$ cat src/rtl/demux_pkg.sv
// demux_pkg: shared state encoding, default geometry and counter width helper
package demux_pkg;
    typedef enum logic {IDLE = 1'b0, RUN = 1'b1} state_t;
    localparam int NCH_DEF = 4;
    localparam int SEL_W_DEF = 2;
    function automatic int clog2(input int n);
        int r;
        for (r = 1; (1 << r) < n; r++) begin
        end
        return r;
    endfunction
endpackage

$ cat src/rtl/dwell_counter.sv
// dwell_counter: counts 0..DWELL-1 while enabled, wraps itself, flags the last cycle
module dwell_counter
    import demux_pkg::*;
#(
    parameter int DWELL = 4,
    parameter int W = clog2(DWELL)
) (
    input  logic clk,
    input  logic rst,
    input  logic clr,
    input  logic en,
    output logic tc
);
    logic [W-1:0] count;
    assign tc = count == W'(DWELL - 1);
    always_ff @(posedge clk or posedge rst)
        if (rst) count <= '0;
        else if (clr) count <= '0;
        else if (en) count <= tc ? '0 : count + 1'b1;
endmodule

$ cat src/rtl/demux_dispatcher.sv
// demux_dispatcher: latches a channel pattern and walks sel/d across the demux, DWELL cycles per channel
module demux_dispatcher
    import demux_pkg::*;
#(
    parameter int NCH = NCH_DEF,
    parameter int SEL_W = SEL_W_DEF,
    parameter int DWELL = 4
) (
    input  logic             clk,
    input  logic             rst,
    input  logic             in_valid,
    output logic             in_ready,
    input  logic [NCH-1:0]   in_pattern,
    input  logic             abort,
    output logic             d,
    output logic [SEL_W-1:0] sel,
    output logic             busy,
    output logic             done
);
    state_t state, state_n;
    logic [NCH-1:0] pat, pat_n;
    logic [SEL_W-1:0] sel_n, sel_inc;
    logic d_n, done_n, accept, step, last, tc;

    assign in_ready = (state == IDLE) & ~abort;

    dwell_counter #(.DWELL(DWELL)) u_cnt (
        .clk(clk),
        .rst(rst),
        .clr(abort | (state == IDLE)),
        .en(state == RUN),
        .tc(tc)
    );

    always_comb begin
        sel_inc = sel + 1'b1;
        accept = in_valid & in_ready;
        step = (state == RUN) & tc & ~abort;
        last = step & (sel == SEL_W'(NCH - 1));
        state_n = (abort | last) ? IDLE : accept ? RUN : state;
        sel_n = (abort | last | accept) ? '0 : step ? sel_inc : sel;
        d_n = (abort | last) ? 1'b0 : accept ? in_pattern[0] : step ? pat[sel_inc] : d;
        done_n = last;
        pat_n = accept ? in_pattern : pat;
    end

    always_ff @(posedge clk or posedge rst)
        if (rst) begin
            state <= IDLE;
            sel <= '0;
            d <= 1'b0;
            busy <= 1'b0;
            done <= 1'b0;
            pat <= '0;
        end else begin
            state <= state_n;
            sel <= sel_n;
            d <= d_n;
            busy <= state_n == RUN;
            done <= done_n;
            pat <= pat_n;
        end
endmodule

$ cat config.mk
export PLATFORM = sky130hd
export DESIGN_NAME = demux_dispatcher
export DESIGN_NICKNAME = d
export VERILOG_FILES = /design/src/rtl/demux_pkg.sv /design/src/rtl/dwell_counter.sv /design/src/rtl/demux_dispatcher.sv
export SDC_FILE = /design/constraint.sdc
export NUM_CORES = 1
export LEC_CHECK = 0
export CAP_MARGIN = 20
export CORE_AREA = 2 2 39 41
export DETAILED_ROUTE_END_ITERATION = 16
export DIE_AREA = 0 0 41 43
export HOLD_SLACK_MARGIN = 0.03
export PLACE_DENSITY_LB_ADDON = 0.2
export SYNTH_ARGS = -nofsm -noshare
export SYNTH_HDL_FRONTEND = slang
export SYNTH_HIERARCHICAL = 1
export SYNTH_SLANG_ARGS = --single-unit
export TNS_END_PERCENT = 10
$ cat constraint.sdc
create_clock -name clk -period 1.4 [get_ports clk]
set_input_delay 0.28 -clock clk [delete_from_list [all_inputs] [get_ports clk]]
set_output_delay 0.28 -clock clk [all_outputs]
set_load 0.005 [all_outputs]
Word-level counts from Yosys, hierarchy flattened
Cells that the tools add are included.
{ "op_classes": {"n_shift": 0, "n_mul": 0, "muxes": 12, "reduce_logical": 4, "div_mod_pow": 0, "magnitude_cmp": 1, "bitwise": 10, "addsub": 2, "n_eq_ne": 2} }
{ "ops": {"columns": ["op", "count"], "rows": [
  ["$mux W2", 5],
  ["$mux W1", 6],
  ["$reduce_bool A2 Y1", 3],
  ["$and A1 B1 Y1", 5],
  ["$add A2 B1 Y2 const B", 2],
  ["$eq A2 B2 Y1 const B", 2],
  ["$lt A2 B3 Y1 const B", 1],
  ["$or A1 B1 Y1", 3],
  ["$reduce_bool A3 Y1", 1],
  ["$bmux W1 S2", 1],
  ["$not A1 Y1", 2]
]} }
{ "totals": {"latchBits": 0, "ff_bits": 11, "memories": 0, "mem_bits_rw": 0, "mem_bits_ro": 0, "output_inout_bits": 6} }

Depth between registers and ports, before layout
Gate-level depths: netlist (run 1).
{ "depth": {"depth_word": 7, "ltp_mapped": 4, "depth_no_buf": 4} }

Hierarchy
Netlist (run 1), hierarchy kept.
{ "by_module_without_submodules": {"columns": ["mod", "seq_area_each_um2", "area_each_um2", "instances", "cells_per_inst"], "rows": [
  ["demux_dispatcher", 225.2, 429.2, 1, 36],
  ["dwell_counter", 50.0, 103.8, 1, 9]
]} }

Least setup slack after synthesis (run 1)
Ideal clock, no wire load.
{ "synth_timing": {"kind": "reg-to-reg", "startpoint": "register sel[0]", "endpoint": "register d", "arrival_time_ns": 1.219, "stages_incl_launch_ff": 5, "n_path_buf": 0, "synth_period_minus_slack_ns": 1.306, "path_slack_ns": 0.094, "t_required_ns": 1.313, "path_cell_list": "dfrtp_1 > ha_1 > a31oi_1 > o21ai_0 > a211oi_2"} }
{ "synth_between": {"elab_chain_cells": 6, "word_cells_on_any_way": 10, "classes_between": "add/sub (1); eq/ne (1); mux (5); bitwise (2); reduce/logical (1)"} }
{ "synth_lines": {"columns": ["item", "line_no", "rtl"], "rows": [
  ["start: declaration", "demux_dispatcher.sv:16", "output logic [SEL_W-1:0] sel,"],
  ["start signal: assignment", "demux_dispatcher.sv:57", "sel <= sel_n;"],
  ["$add A2 B1 Y2", "demux_dispatcher.sv:36", "sel_inc = sel + 1'b1;"],
  ["$bmux W1 S2", "demux_dispatcher.sv:42", "d_n = (abort | last) ? 1'b0 : accept ? in_pattern[0] : step ? pat[sel_inc] : d;"],
  ["$mux W1 (implied by the code)", "demux_dispatcher.sv:42", null],
  ["$mux W1 (3 in series)", "demux_dispatcher.sv:42", null],
  ["end signal: assignment", "demux_dispatcher.sv:58", "d <= d_n;"],
  ["end: declaration", "demux_dispatcher.sv:15", "output logic d,"]
]} }
Several ways; a longest one is shown, not always the timed one. The select of a mux whose other input is x is not followed.
A chain may end at the register's enable or synchronous reset.

Final worst setup path (run 1)
{ "layout_timing": {"startpoint": "register sel[0]", "endpoint": "output sel[0]"} }
No word-level cell between the ends.

==> flow_metrics.tcl, run 1 <==
set metrics [dict create \
    status "complete, no violations" \
    multi_input_area_sq_um 241 \
    r2r-end "pat[1]$_DFFE_PP0P_" \
    cap_violations 0 \
    regArea_sq_um 275 \
    detailed_place_hpwl_microns 680 \
    route.vias.total 410 \
    yosysTopAreaCell "dfrtp_1" \
    tns_ns 0 \
    path_clk_slew_ns 0.07 \
    maxSlewViolCount 0 \
    htree_levels 1 \
    synth-seq-cells 11 \
    r2r_slack_ns 0.07 \
    worstSkewPairLatency_ns 0.27 \
    p_leak_nw 0.401 \
    synth_area_leaders "dfrtp_1 52%, mux2_1 6.3%, ha_1 4.7%" \
    nets 81 \
    rr_worst_depth 4 \
    finClkSkew_ns 0.00320 \
    required_ns 1.12 \
    fmax_mhz 745 \
    clock_sinks 11 \
    min_path_type "in2async" \
    post-route-drc-count 0 \
    peakVddDrop_mv 0.569 \
    die_area_sq_um 1760 \
    hold_viol 0 \
    pwr_density_cell_nw_per_um2 886 \
    slew_headroom_pct 76.4 \
    port_buffers 13 \
    endpoint_kind "primary output" \
    via_per_inst 4.77 \
    setup_viol 0 \
    utilization_pct 55.8 \
    grt_pass1_wl_microns 1510 \
    wirelength_microns 952 \
    syn_avg_cell_area_sq_um 11.8 \
    ctsHoldBuffers 0 \
    detail_route.wl_per_cell_microns 11.1 \
    finalCritPeriodShare_pct 95.9 \
    synth_top_cell_area_share_pct 51.6 \
    drt_first_iter_violations 1 \
    setup_ws_ns 0.0571 \
    cts_tree "built" \
    cts_buffer_depth 2 \
    cp_max_fo 3 \
    r2r_start "busy$_DFFE_PP0P_" \
    die_h_microns 43 \
    crit_arrival_ns 1.06 \
    criticalPathCategory "reg2out" \
    overflow 0 \
    numCtsBuffers 3 \
    finalCriticalPeriod_ns 1.34 \
    place_inst 80 \
    n_antenna_cell 0 \
    drive_above_1_share_pct 24.3 \
    grt_pass1_vias 385 \
    final_cells 86 \
    whs_ns 0.171 \
    cts-root-buf "clkbuf_4" \
    syn_inst 45 \
    num_rows 14 \
    synth_nets 55 \
    postRouteAntennaNets 0 \
    grt_max_degree 10 \
    nFillCells 132 \
    worst_slew_pin_slew_ns 0.354 \
    antenna_found_initial 0 \
    seq_area_frac_synth_pct 51.6 \
    yosys_warnings 6 \
    ys_types 20 \
    place_congestion 0.662 \
    syn_area_sq_um 533 \
    post-place-ws_ns -0.250 \
    core_area_sq_um 1380 \
    die_w_microns 41 \
    dr.pass1.iters 2 \
    syn2layout_area_growth_pct 44.8 \
    critPathLaunchType "register" \
    initial_core_util_pct 38.5 \
    io-pin-count 14 \
    grt_use_total_pct 13.5 \
]
==> through the flow <==
stage / area (sq um) / total power, mW
floorplan: 533 / 0.417
global placement: 728 / 0.470
detailed placement: 728 / 0.472
CTS: 763 / 0.698
global route: 772 / 0.726
finish: 772 / 0.684
==> power by group <==
| part | total [mW] | switching [mW] | internal (mW) |
|---|---|---|---|
| registers | 0.357 | 0.0126 | 0.345 |
| logic | 0.107 | 0.0405 | 0.0663 |
| clock network | 0.220 | 0.114 | 0.106 |
==> metal layers <==
layer  global-route usage, %  vias to the layer above  routed length [microns]
met5                       0                        -                        0
met4                    12.0                        0                       38
met3                    3.14                        5                       51
met2                    17.8                       12                      441
met1                    17.5                      191                      421
li1                        -                      202                        -
==> cell usage after synthesis <==
cell,number
mux2i_1,2
o21ai_0,2
nand2b_1,1
or3b_1,1
nor3b_2,1
a211oi_2,1
dfrtp_1,11
ha_1,2
a21oi_2,1
nand2_1,1
nand3b_1,1
inv_1,6
mux2_1,3
o2111a_1,1
o21a_1,1
or2b_1,1
nor2_1,6
a31oi_1,1
xor2_1,1
mux4_2,1
==> sequential cells by signal, summed over array words and instances, names as in the netlist <==
register     count
sel              2
done             1
u_cnt/count      2
d                1
pat              4
busy             1
==> cells by family after synthesis <==
kind of cell	after synthesis	synth area share (%)
DFF	11	51.6
xor gates and xnor gates	1	1.64
muxes	6	14.3
and+or+nand+nor	12	12.9
adders and majority gates	2	4.69
buffers and inverters	6	4.23
AOI/OAI and AO/OA	7	10.6
==> how the worst max path moves through the flow <==
stage	from	to	slack, ns	cells after the start
global placement	abort	in_ready	-0.24	3
global route	u_cnt/count[0]$_DFFE_PP0P_	d$_DFFE_PP0P_	-0.008	4
floorplan	sel[0]$_DFFE_PP0P_	d$_DFFE_PP0P_	0.09	4
finish	sel[0]$_DFFE_PP0P_	sel[0]	0.06	2
detailed placement	abort	in_ready	-0.25	3
CTS	done$_DFF_PP0_	done	0.02	1
==> worst max-delay path, stage by stage (launching register included) <==
cell and delay, ns:
dfrtp_1 0.39, buf_4 0.15, dlygate4sd2_1 0.26
==> final cells by class <==
cell class,instances,share of cell area [%]
flip-flops and latches,11,35.7
multi-input cells,28,31.3
repair buffers,21,24.0
clock buffers,3,2.92
inverters,6,2.92
well taps,16,2.59
clock inverters,1,0.648
==> cell usage in the layout, fill, tap and decap left out, drive strengths merged <==
| master | netlist | layout |
|---|---|---|
| a211oi | 1 | 1 |
| a21oi | 1 | 1 |
| a31oi | 1 | 1 |
| buf | 0 | 8 |
| clkbuf | 0 | 3 |
| clkdlybuf4s50 | 0 | 6 |
| clkinv | 0 | 1 |
| dfrtp | 11 | 11 |
| dlygate4sd2 | 0 | 6 |
| dlymetal6s2s | 0 | 1 |
| ha | 2 | 2 |
| inv | 6 | 6 |
| mux2 | 3 | 3 |
| mux2i | 2 | 2 |
| mux4 | 1 | 1 |
| nand2 | 1 | 1 |
| nand2b | 1 | 1 |
| nand3b | 1 | 1 |
| nor2 | 6 | 6 |
| nor3b | 1 | 1 |
| o2111a | 1 | 1 |
| o21a | 1 | 1 |
| o21ai | 2 | 2 |
| or2b | 1 | 1 |
| or3b | 1 | 1 |
| xor2 | 1 | 1 |
==> what timing repair did <==
action                     CTS  global route
buffers inserted             2             0
setup endpoints to repair    6             2
gates resized for setup      7             2
Power figures use the tool's default switching activity.
==> inputs of run 2 (changes only) <==
--- a/constraint.sdc
+++ b/constraint.sdc
@@ -3,2 +3,2 @@
 set_output_delay 0.28 -clock clk [all_outputs]
-set_load 0.005 [all_outputs]
+set_load 0.01 [all_outputs]
==> run 2 against run 1 <==
Count of clock-buffer cells in the layout up 1; design area increased by 1.1%; worst hold slack gained 0.016 ns; cell count increased by 1.2%; critical path depth grew 1; critical endpoint is now in_ready; power decreased by 1.3%; highest routed layer unchanged; flip-flop and latch count unchanged; register-to-register slack gained 0.03 ns.
==> flow_metrics.tcl, run 2 (synthesized netlist as in run 1, its figures left out) <==
set metrics [dict create \
    multi_input_area_sq_um 241 \
    wirelength_microns 949 \
    hold_viol 0 \
    grt_pass1_vias 425 \
    cp-endpoint "in_ready" \
    initial_core_util_pct 38.5 \
    port_buffers 13 \
    dr.pass1.iters 3 \
    clock_sinks 11 \
    top_regs "pat (4), sel (2), u_cnt/count (2)" \
    finClkSkew_ns 0.00772 \
    required_ns 1.12 \
    die_area_sq_um 1760 \
    drt_first_iter_violations 6 \
    crit_start "abort" \
    pwr_density_cell_nw_per_um2 865 \
    fmax_mhz 740 \
    nFillCells 124 \
    htree_levels 1 \
    grtUsageMet3_pct 4.71 \
    setup_viol 0 \
    maxSlewViolCount 0 \
    syn2layout_area_growth_pct 46.5 \
    grt.met2_usage_pct 22.2 \
    finalCritPeriodShare_pct 96.5 \
    endpoint_kind "primary output" \
    cts-root-buf "clkbuf_4" \
    critPathLaunchType "input pin" \
    final_common_cell "dfrtp_1" \
    top_usage_layer "met2" \
    slew_headroom_pct 75.8 \
    whs_ns 0.186 \
    min_path_type "in2async" \
    cap_violations 0 \
    num_rows 14 \
    grt_use_total_pct 15.9 \
    post-route-drc-count 0 \
    status "complete, no violations" \
    die_w_microns 41 \
    largest_register_ffs 4 \
    rsz0062_at_grt "no" \
    crit_chain "clkdlybuf4s50_1, nor2_1, dlygate4sd2_1" \
    detail_route.wl_per_cell_microns 10.9 \
    worst_slew_pin_slew_ns 0.362 \
    numCtsBuffers 3 \
    rr_worst_depth 4 \
    via_per_inst 4.63 \
    utilization_pct 56.4 \
    critical_path.max_stage_delay_ns 0.48 \
    grt_max_degree 10 \
    worstSkewPairLatency_ns 0.26 \
    core_area_sq_um 1380 \
    grt_pass1_wl_microns 1810 \
    path_clk_slew_ns 0.07 \
    r2r_start "busy$_DFFE_PP0P_" \
    criticalPathCategory "in2out" \
    finalCriticalPeriod_ns 1.35 \
    postRouteAntennaNets 0 \
    detailed_place_hpwl_microns 753 \
    regArea_sq_um 275 \
    top_register "pat" \
    peakVddDrop_mv 0.531 \
    power_mw 0.676 \
    cts_tree "built" \
    place_congestion 0.630 \
    tns_ns 0 \
    nets 82 \
    p_leak_nw 0.397 \
    die_h_microns 43 \
    crit_arrival_ns 1.07 \
    cts_buffer_depth 2 \
    n_antenna_cell 0 \
    r2r-end "pat[3]$_DFFE_PP0P_" \
    final_cell_mix "11 x dfrtp_1, 9 x buf_4, 7 x clkdlybuf4s50_1" \
    antenna_found_initial 0 \
    cp_slowest_cell "clkdlybuf4s50_1" \
    io-pin-count 14 \
    route.vias.total 403 \
    cp_max_fo 2 \
    post-place-ws_ns -0.210 \
    grt_util_met1_pct 20.5 \
    r2r_slack_ns 0.10 \
    setup_ws_ns 0.0489 \
    overflow 0 \
    drive_above_1_share_pct 23.9 \
    ctsHoldBuffers 0 \
]
-- run 2: cell count changes in the layout (fill, tap and decap cells not counted), sizes merged --
cell | before | now
dlygate4sd2 | 6 | 4
buf | 8 | 9
clkbuf | 3 | 4
clkdlybuf4s15 | 0 | 1
clkdlybuf4s50 | 6 | 7
clkinv | 1 | 0
-- run 2: timing repair --
item                                    4_1_cts  5_1_grt
resized for setup                             6        3
cloned                                        0        0
buffers inserted                              1        0
endpoints found under the setup margin        6        3
-- run 2: routing by layer --
metal | part of all wire, % | vias to the layer above | wire, microns
met3 | 4.7 | 2 | 45
met2 | 48 | 9 | 457
met5 | 0 | - | 0
li1 | - | 205 | -
met4 | 1.1 | 0 | 10
met1 | 46 | 187 | 436
-- run 2: critical path: cells and delay by family --
kind                   cells  cell delay (ns)
buffers and inverters      2             0.75
and+or+nand+nor            1             0.04
-- run 2: how the worst min path moves through the flow --
stage,depth (start not counted),to
6_report,2,u_cnt/count[0]$_DFFE_PP0P_
5_1_grt,2,u_cnt/count[1]$_DFFE_PP0P_
4_1_cts,2,u_cnt/count[0]$_DFFE_PP0P_
3_5_place_dp,2,u_cnt/count[0]$_DFFE_PP0P_
3_3_place_gp,2,u_cnt/count[0]$_DFFE_PP0P_
2_1_floorplan,1,u_cnt/count[0]$_DFFE_PP0P_
-- run 2: stage by stage --
step | instance area (sq um) | instances
3_3_place_gp | 743 | 82
2_1_floorplan | 533 | 45
5_1_grt | 781 | 87
4_1_cts | 771 | 87
3_5_place_dp | 743 | 82
6_report | 781 | 87
-- run 2: area by class of cell --
class	instances	area share [%]
sequential	11	35.3
multi-input combinational	28	30.9
inverter	6	2.88
timing repair buffer	22	25.0
clock buffer	4	3.37
tap	16	2.56
-- run 2: where the power goes --
part	internal [mW]	leakage (nW)	switching [mW]	total [mW]
sequential	0.345	0.142	0.0142	0.359
clock	0.110	0.0150	0.0964	0.206
combinational	0.0664	0.240	0.0438	0.110
